<file path="src/rtl/ins_mem_backing.sv">
// +----------------------------------------------------------------------------+
// | Module      : ins_mem_backing                                              |
// | Description : Multi-cycle, read-only backing store for the instruction     |
// |               cache (128-bit block fills). Optional INS_MEM_READCNT_EN     |
// |               adds a saturating completed-read counter (read_count).       |
// | Revision    : 1.1                                                          |
// +----------------------------------------------------------------------------+
`default_nettype none

module ins_mem_backing #(
    parameter int    LATENCY   = 4,
    parameter string INIT_FILE = "instr_mem.hex"
) (
    input  logic         CLK,
    input  logic         RESET,
    input  logic         memread,
    input  logic [5:0]   mem_address,
    output logic [127:0] mem_readdata,
    output logic         mem_busywait
`ifdef INS_MEM_READCNT_EN
    ,
    output logic [15:0]  read_count
`endif
);

    localparam logic [1:0] S_IDLE = 2'd0;
    localparam logic [1:0] S_BUSY = 2'd1;
    localparam logic [1:0] S_DONE = 2'd2;

    localparam logic [7:0] C_LAST = 8'(LATENCY - 1);

    logic [1:0]   r_state;
    logic [1:0]   w_next_state;
    logic [7:0]   r_count;
    logic [5:0]   r_addr;
    logic [127:0] r_readdata;
    logic [7:0]   r_mem [0:255];
    logic [127:0] w_block;
    logic         w_last;
    logic         w_unused_addr_hi;

    if (LATENCY < 1 || LATENCY > 255) begin : g_bad_latency
        initial $error("ins_mem_backing: LATENCY=%0d outside 1..255", LATENCY);
    end

    assign w_unused_addr_hi = ^r_addr[5:4];

    for (genvar k = 0; k < 16; k++) begin : g_block_bytes
        assign w_block[8*k +: 8] = r_mem[{r_addr[3:0], 4'(k)}];
    end

    always_comb begin
        w_next_state = r_state;
        w_last       = (r_count == C_LAST);
        case (r_state)
            S_IDLE:  if (memread) w_next_state = S_BUSY;
            S_BUSY:  if (w_last) w_next_state = S_DONE;
            S_DONE:  w_next_state = S_IDLE;
            default: w_next_state = S_IDLE;
        endcase
    end

    assign mem_busywait = RESET & (((r_state == S_IDLE) & memread) | (r_state == S_BUSY));
    assign mem_readdata = r_readdata;

    always_ff @(posedge CLK or negedge RESET) begin
        if (!RESET) begin
            r_state    <= S_IDLE;
            r_count    <= 8'd0;
            r_addr     <= 6'd0;
            r_readdata <= 128'd0;
        end else begin
            r_state <= w_next_state;
            case (r_state)
                S_IDLE: begin
                    if (memread) begin
                        r_addr  <= mem_address;
                        r_count <= 8'd0;
                    end
                end
                S_BUSY: begin
                    r_count <= r_count + 8'd1;
                    if (w_last) r_readdata <= w_block;
                end
                default: ;
            endcase
        end
    end

`ifdef INS_MEM_READCNT_EN
    logic [15:0] r_read_count;

    always_ff @(posedge CLK or negedge RESET) begin
        if (!RESET) begin
            r_read_count <= 16'd0;
        end else if (r_state == S_BUSY && w_last && r_read_count != 16'hFFFF) begin
            r_read_count <= r_read_count + 16'd1;
        end
    end

    assign read_count = r_read_count;
`endif

endmodule

`default_nettype wire

</file>
<file path="config.mk">
export PLATFORM = sky130hd
export DESIGN_NAME = ins_mem_backing
export DESIGN_NICKNAME = d
export VERILOG_FILES = /design/src/rtl/ins_mem_backing.sv
export SDC_FILE = /design/constraint.sdc
export NUM_CORES = 1
export LEC_CHECK = 0
export ABC_CLOCK_PERIOD_IN_PS = 1600
export BUFFER_PORTS_ARGS = -buffer_cell sky130_fd_sc_hd__buf_2
export CAP_MARGIN = 20
export CORE_AREA = 2 2 66 68
export DETAILED_ROUTE_END_ITERATION = 16
export DIE_AREA = 0 0 68 70
export PLACE_DENSITY = 0.8
export SYNTH_ARGS = -nofsm -noshare
export SYNTH_HDL_FRONTEND = slang
export SYNTH_SLANG_ARGS = --single-unit
</file>
<file path="constraint.sdc">
create_clock -name CLK -period 1.6 [get_ports CLK]
set_input_delay 0.24 -clock CLK [delete_from_list [all_inputs] [get_ports CLK]]
set_output_delay 0.24 -clock CLK [all_outputs]
set_load 0.02 [all_outputs]
</file>
==> flow_summary_export.csv <==
group,metric,value,unit
synthesis,ys_seq_area_share,17.1,%
floorplanning,die_area,0.00476,mm²
clocking,cts-htree-levels,1,
clocking,clock_latency,0.24,ns
place,gp_congestion,0.884,
sta,rsz0062_at_grt,"false",
floorplanning,start_util,35.4,%
power_and_ir_drop,power_density,1220,mW/mm²
synthesis,synth_cell_types,24,
route,wl_met3,262,µm
route,wl_per_cell,6.52,µm
finish,regArea,250,µm²
finish,fin_nets,198,
critical_path,critical_path.max_fanout,7,
sta,worst_clock_skew,0.00106,ns
global_routing,grt_pass1_vias,456,
finish,multiInputGateArea,732,µm²
synthesis,yosys_warnings,0,
place,dp.cells,234,
power_and_ir_drop,vdd_drop_max,0.556,mV
floorplanning,io_pins,138,
global_routing,grt_max_degree,11,
floorplanning,rows,24,
floorplanning,die_w,68,µm
finish,final_common_cell,"conb_1",
route,wl_met2,789,µm
run_status,status,"finished clean",
power_and_ir_drop,p_leak,0.696,nW
critical_path,rr_startpoint,"r_count[1]$_DFFE_PN0P_",
critical_path,crit_arrival,1.22,ns
route,first_pass_iters,4,
critical_path,cp-startpoint,"r_state[0]$_DFFE_PN0P_",
sta,period_share,91.3,%
worst_hold_path,worstHoldStart,"memread",
sta,slew_viol_final,0,
finish,fillers,467,
clocking,clockBufferDepth,2,
clocking,cts_tree,"built",
finish,final_cell_mix,"128 x conb_1, 10 x dfrtp_1, 9 x nand2_1",
route,dr.max_layer_used,"met4",
global_routing,antenna_found_initial,0,
route,antenna_left,0,
critical_path,critical_path_class,"register to output pin",
floorplanning,die_h,70,µm
finish,diodes,0,
clocking,clock-sinks,10,
place,place_area,0.00107,mm²
route,dr_total_vias,734,
global_routing,grt_first_pass_wirelength,2040,µm
critical_path,worstSetupStartpointType,"register",
clocking,postCtsSetupBuffers,0,
sta,fin_tns_setup,0,ns
synthesis,avgSynthCellArea,8.19,µm²
sta,max_freq,685,MHz
route,m1WireLength,463,µm
synthesis,synthesis.area,0.00147,mm²
route,drc,0,
clocking,path_clk_slew,0.04,ns
finish,fin_area,0.00112,mm²
run,drv_cap,0,
route,vias_per_cell,3.08,
global_routing,grt_overflow,0,
finish,final_cells,238,
finish,syn2layout_area_growth,-23.3,%
place,dp_hpwl,1330,µm
sta,hold_viol,0,
clocking,cts-root-buf,"clkbuf_8",
finish,drive_above_1_share,4.84,%
route,drtIter0Drc,9,
worst_hold_path,hp-class,"input port to register",
sta,fin_crit,1.46,ns
floorplanning,core-area,0.00414,mm²
synthesis,ys_seq_elements,10,
critical_path,cp-end-kind,"output pin",
clocking,numCtsBuffers,3,
global_routing,track_usage,5.81,%
sta,setup_viol,0,
finish,final_util,27.1,%
place,port_buffers,3,
route,routed_wirelength,1550,µm
power_and_ir_drop,total_power,1.37,mW
synthesis,syn_inst,179,
critical_path,worstPathRequired,1.36,ns
==> cell families (layout without fill, tap and decap cells) <==
group / Yosys count / after routing / share of synthesized area [%]
muxes: 3 / 3 / 2.05
AOI/OAI and AO/OA: 8 / 8 / 3.58
and+or+nand+nor: 26 / 26 / 9.81
other: 1 / 128 / 0.256
xor gates and xnor gates: 1 / 1 / 0.597
adders and majority gates: 1 / 1 / 0.853
DFF: 10 / 10 / 17.1
buffers and inverters: 129 / 9 / 65.8
==> synth_stat cells <==
cell      instances  area share (%)
a41oi_1           1            0.60
a22o_1            1            0.60
o21ai_0           4             1.4
nand3_1           4             1.4
buf_4           128              66
dfrtp_1          10              17
or3b_1            1            0.60
xor2_1            1            0.60
or4_1             1            0.51
o21bai_1          1            0.51
ha_1              1            0.85
mux2i_1           3             2.0
inv_1             1            0.26
nor3b_1           1            0.51
and3_1            1            0.43
and4b_1           1            0.68
nand4_1           2            0.85
nor2b_1           1            0.43
o211ai_1          1            0.51
nand2b_4          1            0.94
nor2_1            3            0.77
nor4_1            1            0.43
conb_1            1            0.26
nand2_1           9             2.3
==> worst max-delay path, cell delays in order (launching register included) <==
cell and delay [ns]:
dfrtp_1 0.45, o21bai_2 0.31, nor2_1 0.07, buf_2 0.16
==> final timing paths <==
| path | endpoint | slack, ns | cells past startpoint |
|---|---|---|---|
| worst max-delay path | mem_busywait | 0.14 | 3 |
| worst min-delay path | r_count[4]$_DFFE_PN0P_ | 0.40 | 4 |
| worst max register to register | r_count[6]$_DFFE_PN0P_ | 0.20 | 4 |
| worst min register to register | r_count[7]$_DFFE_PN0P_ | 0.48 | 1 |
| max in group asynchronous | r_count[0]$_DFFE_PN0P_ | 0.95 | 3 |
| min in group asynchronous | r_count[4]$_DFFE_PN0P_ | 0.51 | 3 |
==> area by class of cell <==
type	instances	share of cell area [%]
multi-input combinational	167	65.1
sequential	10	22.2
tap	52	5.78
clock buffer	3	3.67
inverter	1	0.334
timing repair buffer	5	2.89
==> power by group <==
group          total [mW]  internal [mW]  switching [mW]
clock network       0.258          0.164          0.0940
registers           0.519          0.368           0.151
logic               0.596          0.160           0.435
==> metal layers <==
layer | up-vias | track usage (%)
li1 | 329 | -
met1 | 316 | 6.69
met2 | 84 | 8.85
met3 | 5 | 1.45
met4 | 0 | 4.67
met5 | - | 0
==> timing repair <==
action                                 4_1_cts  5_1_grt
endpoints found under the hold margin       10        0
gates resized for setup                      1        0
setup endpoints to repair                    1        0
hold buffers                                 1        0
==> stage by stage <==
| stage | hold WS (ns) | setup WS, ns |
|---|---|---|
| 2_1_floorplan | -0.0556 | 0.381 |
| 3_3_place_gp | 0.186 | 0.250 |
| 3_5_place_dp | 0.190 | 0.245 |
| 4_1_cts | 0.397 | 0.119 |
| 5_1_grt | 0.405 | 0.0807 |
| 6_report | 0.398 | 0.140 |
==> sequential cells by signal (all words and copies together), names as in the netlist <==
register  count
r_count       8
r_state       2
Power figures use the tool's default switching activity.
